[config.mk]
export PLATFORM = sky130hd
export DESIGN_NAME = ram_stream_reader_flat
export DESIGN_NICKNAME = d
export VERILOG_FILES = /design/src/rtl/ram_stream_reader_pkg.sv /design/src/rtl/ram_stream_reader_if.sv /design/src/rtl/ram_stream_reader.sv /design/src/flat_wrapper.sv
export SDC_FILE = /design/constraint.sdc
export NUM_CORES = 1
export LEC_CHECK = 0
export BUFFER_PORTS_ARGS = -buffer_cell sky130_fd_sc_hd__buf_2
export CORE_MARGIN = 1
export CORE_UTILIZATION = 50
export DETAILED_ROUTE_END_ITERATION = 12
export PLACE_DENSITY = 0.78
export SETUP_SLACK_MARGIN = 0.1
export SLEW_MARGIN = 20
export SYNTH_ARGS = -nofsm -noshare
export SYNTH_HDL_FRONTEND = slang
export SYNTH_SLANG_ARGS = --single-unit
[constraint.sdc]
create_clock -name clk -period 2.9 [get_ports clk]
set_input_delay 0.58 -clock clk [delete_from_list [all_inputs] [get_ports clk]]
set_output_delay 0.58 -clock clk [all_outputs]
set_load 0.02 [all_outputs]
[src/rtl/ram_stream_reader_pkg.sv]
// ram_stream_reader_pkg
//   Definitions shared by the RAM stream reader and its bench.
//   - state_t   : FSM state encoding (IDLE, READ, PRESENT, FINISH)
//   - HDR_WORDS : word count of a block header, the reader's main use-case
package ram_stream_reader_pkg;

    typedef enum logic [1:0] {
        S_IDLE    = 2'd0,
        S_READ    = 2'd1,
        S_PRESENT = 2'd2,
        S_FINISH  = 2'd3
    } state_t;

    localparam int HDR_WORDS = 20;

endpackage

[src/rtl/ram_stream_reader_if.sv]
// ram_stream_reader_if
//   valid/ready word stream from the RAM reader to the hashing datapath.
//   - valid : word on data is valid
//   - ready : downstream accepts the word when valid & ready at posedge
//   - data  : stream word, held stable while valid & !ready
//   - last  : marks the final word of a run
//   Modports: master (reader side), slave (consumer side).
interface ram_stream_reader_if #(
    parameter int DATA_WIDTH = 32
);
    logic                  valid;
    logic                  ready;
    logic [DATA_WIDTH-1:0] data;
    logic                  last;

    modport master (output valid, output data, output last, input ready);
    modport slave  (input valid, input data, input last, output ready);
endinterface

[src/rtl/ram_stream_reader.sv]
// ram_stream_reader
//   Read-side initiator for the single-port negedge RAM. A start pulse in IDLE
//   latches a base address and word count; the block then fetches that many
//   consecutive words (address wrapping modulo the RAM size) and presents them
//   one at a time on a valid/ready stream, flagging the final word with last.
//   A one-cycle done pulse follows the last handshake.
// Ports
//   clk          system clock, shared with the RAM
//   reset_n      asynchronous active-low reset
//   start        one-cycle request pulse, honoured only in IDLE
//   base_addr    first word address (latched on start)
//   word_count   number of words to fetch (latched on start)
//   busy         high while a run with data is in progress
//   done         one-cycle completion pulse
//   ram_addr     RAM address (registered; RAM samples it on the falling edge)
//   ram_wEn      RAM write enable, always 0
//   ram_dataIn   RAM write data, always 0
//   ram_dataOut  RAM read data, valid one cycle after ram_addr changes
//   stream       outgoing word stream (master side)
module ram_stream_reader
    import ram_stream_reader_pkg::*;
#(
    parameter  int DATA_WIDTH    = 32,
    parameter  int ADDRESS_WIDTH = 12,
    parameter  int MAX_WORDS     = 32,
    localparam int CW            = $clog2(MAX_WORDS + 1)
) (
    input  logic                     clk,
    input  logic                     reset_n,
    input  logic                     start,
    input  logic [ADDRESS_WIDTH-1:0] base_addr,
    input  logic [CW-1:0]            word_count,
    output logic                     busy,
    output logic                     done,
    output logic [ADDRESS_WIDTH-1:0] ram_addr,
    output logic                     ram_wEn,
    output logic [DATA_WIDTH-1:0]    ram_dataIn,
    input  logic [DATA_WIDTH-1:0]    ram_dataOut,
    ram_stream_reader_if.master      stream
);

    // Current register values
    state_t                     state_r;
    logic [ADDRESS_WIDTH-1:0]   base_r;
    logic [CW-1:0]              count_r;
    logic [CW-1:0]              idx_r;
    logic [ADDRESS_WIDTH-1:0]   addr_r;
    logic [DATA_WIDTH-1:0]      data_r;
    logic                       valid_r;
    logic                       last_r;
    logic                       busy_r;
    logic                       done_r;

    // Next-state values
    state_t                     state_s;
    logic [ADDRESS_WIDTH-1:0]   base_s;
    logic [CW-1:0]              count_s;
    logic [CW-1:0]              idx_s;
    logic [ADDRESS_WIDTH-1:0]   addr_s;
    logic [DATA_WIDTH-1:0]      data_s;
    logic                       valid_s;
    logic                       last_s;
    logic                       busy_s;
    logic                       done_s;

    logic                       handshake_s;
    logic [CW-1:0]              idx_inc_s;

    assign handshake_s = valid_r & stream.ready;
    assign idx_inc_s   = idx_r + CW'(1'b1);

    // FSM state register
    always_ff @(posedge clk or negedge reset_n) begin
        if (!reset_n) begin
            state_r <= S_IDLE;
        end else begin
            state_r <= state_s;
        end
    end

    // Datapath and output registers; busy/done are registered from the next state
    always_ff @(posedge clk or negedge reset_n) begin
        if (!reset_n) begin
            base_r  <= {ADDRESS_WIDTH{1'b0}};
            count_r <= {CW{1'b0}};
            idx_r   <= {CW{1'b0}};
            addr_r  <= {ADDRESS_WIDTH{1'b0}};
            data_r  <= {DATA_WIDTH{1'b0}};
            valid_r <= 1'b0;
            last_r  <= 1'b0;
            busy_r  <= 1'b0;
            done_r  <= 1'b0;
        end else begin
            base_r  <= base_s;
            count_r <= count_s;
            idx_r   <= idx_s;
            addr_r  <= addr_s;
            data_r  <= data_s;
            valid_r <= valid_s;
            last_r  <= last_s;
            busy_r  <= busy_s;
            done_r  <= done_s;
        end
    end

    // Next-state and next-datapath logic
    always_comb begin
        state_s = state_r;
        base_s  = base_r;
        count_s = count_r;
        idx_s   = idx_r;
        addr_s  = addr_r;
        data_s  = data_r;
        valid_s = valid_r;
        last_s  = last_r;
        busy_s  = 1'b0;
        done_s  = 1'b0;

        case (state_r)
            S_IDLE: begin
                if (start) begin
                    if (word_count != {CW{1'b0}}) begin
                        base_s  = base_addr;
                        count_s = word_count;
                        idx_s   = {CW{1'b0}};
                        addr_s  = base_addr;
                        busy_s  = 1'b1;
                        state_s = S_READ;
                    end else begin
                        // Empty run: complete immediately without touching the stream
                        done_s  = 1'b1;
                        state_s = S_FINISH;
                    end
                end else begin
                    state_s = S_IDLE;
                end
            end

            S_READ: begin
                // ram_dataOut now reflects addr_r (sampled by the RAM on the falling edge)
                data_s  = ram_dataOut;
                valid_s = 1'b1;
                last_s  = (idx_r == (count_r - CW'(1'b1)));
                busy_s  = 1'b1;
                state_s = S_PRESENT;
            end

            S_PRESENT: begin
                if (handshake_s) begin
                    valid_s = 1'b0;
                    if (last_r) begin
                        done_s  = 1'b1;
                        state_s = S_FINISH;
                    end else begin
                        // Address wraps modulo 2^ADDRESS_WIDTH by truncation
                        idx_s   = idx_inc_s;
                        addr_s  = base_r + ADDRESS_WIDTH'(idx_inc_s);
                        busy_s  = 1'b1;
                        state_s = S_READ;
                    end
                end else begin
                    busy_s  = 1'b1;
                    state_s = S_PRESENT;
                end
            end

            S_FINISH: begin
                last_s  = 1'b0;
                state_s = S_IDLE;
            end

            default: begin
                valid_s = 1'b0;
                last_s  = 1'b0;
                state_s = S_IDLE;
            end
        endcase
    end

    assign busy         = busy_r;
    assign done         = done_r;
    assign ram_addr     = addr_r;
    assign ram_wEn      = 1'b0;
    assign ram_dataIn   = {DATA_WIDTH{1'b0}};
    assign stream.valid = valid_r;
    assign stream.data  = data_r;
    assign stream.last  = last_r;

endmodule
[src/flat_wrapper.sv]
// flat-port wrapper written by rule: the top's interface ports become plain ports
module ram_stream_reader_flat import ram_stream_reader_pkg::*;
#(
    parameter  int DATA_WIDTH    = 32,
    parameter  int ADDRESS_WIDTH = 12,
    parameter  int MAX_WORDS     = 32,
    localparam int CW            = $clog2(MAX_WORDS + 1)
)
  (clk, reset_n, start, base_addr, word_count, busy, done, ram_addr, ram_wEn, ram_dataIn, ram_dataOut, stream_valid, stream_data, stream_last, stream_ready);
  ram_stream_reader_if #(.DATA_WIDTH(DATA_WIDTH)) stream_i ();
  input  logic clk;
  input  logic reset_n;
  input  logic start;
  input  logic [ADDRESS_WIDTH-1:0] base_addr;
  input  logic [CW-1:0] word_count;
  output logic busy;
  output logic done;
  output logic [ADDRESS_WIDTH-1:0] ram_addr;
  output logic ram_wEn;
  output logic [DATA_WIDTH-1:0] ram_dataIn;
  input  logic [DATA_WIDTH-1:0] ram_dataOut;
  output wire logic [$bits(stream_i.valid)-1:0] stream_valid;
  output wire logic [$bits(stream_i.data)-1:0] stream_data;
  output wire logic [$bits(stream_i.last)-1:0] stream_last;
  input wire logic [$bits(stream_i.ready)-1:0] stream_ready;
  assign stream_valid = stream_i.valid;
  assign stream_data = stream_i.data;
  assign stream_last = stream_i.last;
  assign stream_i.ready = stream_ready;
  ram_stream_reader #(.DATA_WIDTH(DATA_WIDTH), .ADDRESS_WIDTH(ADDRESS_WIDTH), .MAX_WORDS(MAX_WORDS)) u_core (.clk(clk), .reset_n(reset_n), .start(start), .base_addr(base_addr), .word_count(word_count), .busy(busy), .done(done), .ram_addr(ram_addr), .ram_wEn(ram_wEn), .ram_dataIn(ram_dataIn), .ram_dataOut(ram_dataOut), .stream(stream_i));
endmodule
# Word-level counts from Yosys, hierarchy flattened
# Index checks and enable logic that the tools add are counted.
dict set report totals {
  reg_bits 74
  inputBits 54
  output_inout_bits 81
  wordCells 58
}
dict set report op_classes {
  n_addsub 3
  eq_ne 8
  muxes 28
  n_bitwise 1
  n_reduce_logical 8
}
# operator n
set ops {}
lappend ops {{12-bit 2-to-1 mux} 4}
lappend ops {{6-bit 2-to-1 mux} 4}
lappend ops {{12-bit case mux with 2 select lines} 1}
lappend ops {{12-bit by 6-bit adder with 12-bit output} 1}
lappend ops {{6-bit case mux with 2 select lines} 1}
lappend ops {{1-bit 2-to-1 mux} 9}
lappend ops {{2-bit 2-to-1 mux} 4}
lappend ops {{2-bit case mux with 4 select lines} 1}
lappend ops {{6-bit by 1-bit adder with 6-bit output (second input constant)} 1}
lappend ops {{6-bit == test} 1}
lappend ops {{1-bit case mux with 2 select lines} 3}
lappend ops {{2-bit nonzero test} 3}
lappend ops {{6-bit nonzero test} 1}
lappend ops {{6-bit by 1-bit subtractor with 6-bit output (second input constant)} 1}
lappend ops {{5-bit AND reduction} 1}
lappend ops {{2-bit == test (second input constant)} 2}
lappend ops {{2-bit by 1-bit inequality test with 1-bit output (second input constant)} 2}
lappend ops {{2-bit inequality test (second input constant)} 2}
lappend ops {{1-bit case mux with 3 select lines} 1}
lappend ops {{3-bit AND reduction} 1}
lappend ops {{2-bit by 1-bit == test with 1-bit output (second input constant)} 1}
lappend ops {{2-bit logical NOT} 1}
lappend ops {{2-bit AND reduction} 1}
lappend ops {{1-bit AND} 1}

# Logic depth before layout (Yosys ltp)
dict set report depth {
  ltp_word 5
  ltp_mapped 10
  ltp_nobuf 9
}

# Least setup slack after synthesis
# No wires, ideal clock.
dict set report synth_timing {
  path_kind {register to register}
  start {reg u_core.idx_r[0]}
  end {reg u_core.addr_r[11], in the netlist u_core.ram_addr[11]}
  setup_ns 0.087
  arrival_time_ns 2.092
  t_required_ns 2.813
  slack_ns 0.721
  stages_incl_launch_ff 10
  path_buffers 0
  synth_period_minus_slack_ns 2.179
  path_cell_list {dfrtp_1 > ha_1 > nand3_1 > xnor2_1 > ha_1 > o211ai_1 > o21ai_0 > o211ai_1 > xor2_1 > o211ai_1}
}
dict set report synth_between {
  elab_chain_len 5
}
# element line_no
set synth_rtl {}
lappend synth_rtl {{from (decl)} ram_stream_reader.sv:46} ;# logic [CW-1:0] idx_r;
lappend synth_rtl {{from (signal assigned)} ram_stream_reader.sv:86} ;# idx_r <= {CW{1'b0}};
lappend synth_rtl {{from (signal assigned)} ram_stream_reader.sv:96} ;# idx_r <= idx_s;
lappend synth_rtl {{6-bit by 1-bit adder with 6-bit output} ram_stream_reader.sv:70} ;# assign idx_inc_s = idx_r + CW'(1'b1);
lappend synth_rtl {{12-bit by 6-bit adder with 12-bit output} ram_stream_reader.sv:157} ;# addr_s = base_r + ADDRESS_WIDTH'(idx_inc_s);
lappend synth_rtl {{12-bit 2-to-1 mux} ram_stream_reader.sv:151} ;# if (last_r) begin
lappend synth_rtl {{12-bit 2-to-1 mux} ram_stream_reader.sv:149} ;# if (handshake_s) begin
lappend synth_rtl {{12-bit case mux with 2 select lines} ram_stream_reader.sv:119} ;# case (state_r)
lappend synth_rtl {{to (signal assigned)} ram_stream_reader.sv:87} ;# addr_r <= {ADDRESS_WIDTH{1'b0}};
lappend synth_rtl {{to (signal assigned)} ram_stream_reader.sv:97} ;# addr_r <= addr_s;
lappend synth_rtl {{to (decl)} ram_stream_reader.sv:47} ;# logic [ADDRESS_WIDTH-1:0] addr_r;
# Every way passes these cells. The select of a mux whose other input is x is not followed.
# A chain may end at the register's enable or synchronous reset.

# Worst setup path in the final report
dict set report layout_timing {
  start {reg u_core.idx_r[0]}
  end {reg u_core.addr_r[9], in the netlist u_core.ram_addr[9]}
}
# The elaborated chain is that of the path after synthesis.

==> results.yml <==
status:
  status: "finished clean"
sta:
  fin_worst_skew_ns: 0.009236
  timing.fmax_mhz: 405.4
  rsz0062_at_grt: "false"
  fin_tns_setup_ns: 0
  slew_viol_final: 0
  hold_viol_final: 0
  setup_viol: 0
  relSlewSlack: 0.4166
  tightest_slew_ns: 0.8750
  finalCritPeriodShare: 0.8506
  worst_slack_ns: 0.4331
  fin_crit_ns: 2.467
clock_network:
  post_cts_buffers: 0
  cts_tree: "yes"
  clk_latency_ns: 0.35
  clock_sinks: 74
  h-tree-depth: 3
  clkTransAtPathRegs_ns: 0.08
  clockBufferDepth: 2
  cts_buffers: 9
  ctsHoldBuffers: 1
  cts_root_buf: "clkbuf_8"
  cts_resized: 0
route:
  wl_per_cell_um: 14.26
  postRouteAntennaNets: 0
  routed_wl_um: 7901
  vias_per_cell: 5.040
  drt_drc_violations_left: 0
  drtIter0Drc: 98
  drtPass1Iterations: 4
  num_vias: 2792
global_route:
  grt_max_degree: 73
  grt_pass1_wl_um: 13110
  grt_pass1_vias: 2769
  antenna_found_initial: 0
  grt_usage: 0.2023
  grt-ovfl-total: 0
hold_path:
  min_from: "ram_dataOut[11]"
  hold_path_end: "u_core.stream.data[11]"
  hold_depth: 2
  hp-class: "in -> reg"
setup_path:
  r2r_start: "u_core.idx_r[0]"
  startpoint_type: "flip-flop"
  crit_arrival_ns: 2.69
  crit_path_end_kind: "flip-flop"
  crit_fanout: 6
  path_class: "reg -> reg"
  cp.required_ns: 3.12
  r2r-end: "u_core.ram_addr[9]"
  ff2ff_setup_slack_ns: 0.43
  startpoint: "u_core.idx_r[0]"
  reg2reg_depth: 9
logic_synthesis:
  synth_top_area_frac: 0.4767
  syn_area_per_cell_um2: 11.13
  synth-warning-count: 0
  synthesis.instances: 349
  netlist_area_mm2: 0.003885
  synth_edf_count: 0
  ys_ff_latch: 74
  async_flop_share: 1.000
  yosys.area.top_type: "dfrtp_1"
  yosysSeqAreaShare: 0.4767
  ys.flop_type: "dfrtp_1"
  synthTopCellsByArea: "dfrtp_1 48%, mux2_2 10%, buf_4 6.4%"
  ys_types: 51
pwr:
  p_clk_frac: 0.155
  power.switching_w: 0.002090
  seq_power_share: 0.366
  p_per_area_mw_per_mm2: 1122
  swShare: 0.4118
  ir_drop_mv: 0.4369
  intPower_w: 0.002985
  power.leakage_nw: 2.245
  combPwrFrac: 0.479
floorplan:
  core_area_mm2: 0.007370
  start_util: 0.5272
  die_y_um: 90.15
  die-area_mm2: 0.008126
  io_pins: 135
  die_w_um: 90.15
  row_count: 31
job:
  max-cap-violations: 0
finish:
  num_antenna_cells: 0
  areaGrowthSynthToFinish_pct: 16.39
  final_cell_mix: "101 x buf_2, 74 x dfrtp_1, 35 x mux2_2"
  finish.utilization: 0.6136
  layout_commonest_cell: "buf_2"
  layout.cells.non_filler: 554
  final_cell_area_mm2: 0.004522
  final_nets: 515
  drive_gt1_frac: 0.3934
placement:
  dp.cells: 538
  place_congestion: 0.8049
  dpl-instance-area_mm2: 0.004320
  port-buffer-count: 101
  dp_slack_ns: 0.4578
  dpl.hpwl_um: 5802
-- power groups by stage --
stage	registers, W	clock network (W)	logic (W)
floorplan	0.00219	0	0.00149
global placement	0.00184	0	0.00238
detailed placement	0.00188	0	0.00244
CTS	0.00186	0.000809	0.00245
global route	0.00193	0.000852	0.00263
finish	0.00186	0.000784	0.00243
-- cells in the mapped netlist, drive strengths merged (2+ instances only) --
| cell type | n |
|---|---|
| dfrtp | 74 |
| buf | 46 |
| mux2 | 45 |
| nand2 | 36 |
| nor2 | 17 |
| o21ai | 16 |
| nand3 | 12 |
| xnor2 | 12 |
| a21oi | 11 |
| ha | 9 |
| inv | 7 |
| xor2 | 7 |
| o211ai | 6 |
| a31oi | 5 |
| a211oi | 4 |
| and3 | 4 |
| nand2b | 4 |
| nor2b | 4 |
| clkbuf | 3 |
| nor3 | 3 |
| a21o | 2 |
| and2 | 2 |
| o21a | 2 |
| o22ai | 2 |
| or2 | 2 |
-- per-layer routing --
layer,global-route usage,part of all wire
met3,0.04907,0.062
met2,0.3441,0.48
met1,0.2542,0.44
met4,0.06317,0.014
met5,0,0
-- through the flow --
step           power [W]  hold WS [ns]
2_1_floorplan   0.003687        0.2844
3_3_place_gp    0.004223        0.3714
5_1_grt         0.005409        0.4340
6_report        0.005075        0.4614
4_1_cts         0.005116        0.4415
3_5_place_dp    0.004313        0.3748
-- cell families after synthesis --
group / count (synthesis) / share of synthesized area
and+or+nand+nor: 88 / 0.1079
DFF: 74 / 0.4767
buffers and inverters: 56 / 0.09984
AOI/OAI and AO/OA: 55 / 0.09501
muxes: 46 / 0.1427
xor gates and xnor gates: 19 / 0.04283
adders and majority gates: 10 / 0.03414
other: 1 / 0.0009653
-- worst max-delay path by stage --
stage | slack, ns | cells past startpoint | to
after floorplan | 0.72 | 9 | u_core.ram_addr[11]
after global placement | 0.55 | 9 | u_core.ram_addr[11]
after detailed placement | 0.46 | 9 | u_core.ram_addr[9]
after CTS | 0.44 | 9 | u_core.ram_addr[9]
after global routing | 0.23 | 9 | u_core.ram_addr[11]
final | 0.43 | 9 | u_core.ram_addr[9]
-- registers in the layout, summed over array words and instances, names as in the netlist --
| register | count |
|---|---|
| u_core.stream.data | 32 |
| u_core.base_r | 12 |
| u_core.ram_addr | 12 |
| u_core.count_r | 6 |
| u_core.idx_r | 6 |
| u_core.state_r | 2 |
| u_core.busy | 1 |
| u_core.done | 1 |
| u_core.stream.last | 1 |
| u_core.stream.valid | 1 |
-- worst max-delay path, stage by stage (launching register included) --
cell,delay (ns)
dfrtp_1,0.46
ha_1,0.27
nand3_1,0.11
xnor2_1,0.16
ha_1,0.34
o211ai_1,0.09
o21ai_0,0.46
o211ai_1,0.17
xor2_1,0.19
o211ai_2,0.09
-- final cells by class --
type,count,area (um^2)
Sequential cell,74,1852
Clock buffer,9,123.9
Inverter,7,26.28
Multi-Input combinational cell,251,1768
Clock inverter,6,67.56
Fill cell,611,2848
Timing Repair Buffer,108,560.5
Tap cell,99,123.9
Power figures use the tool's default switching activity.
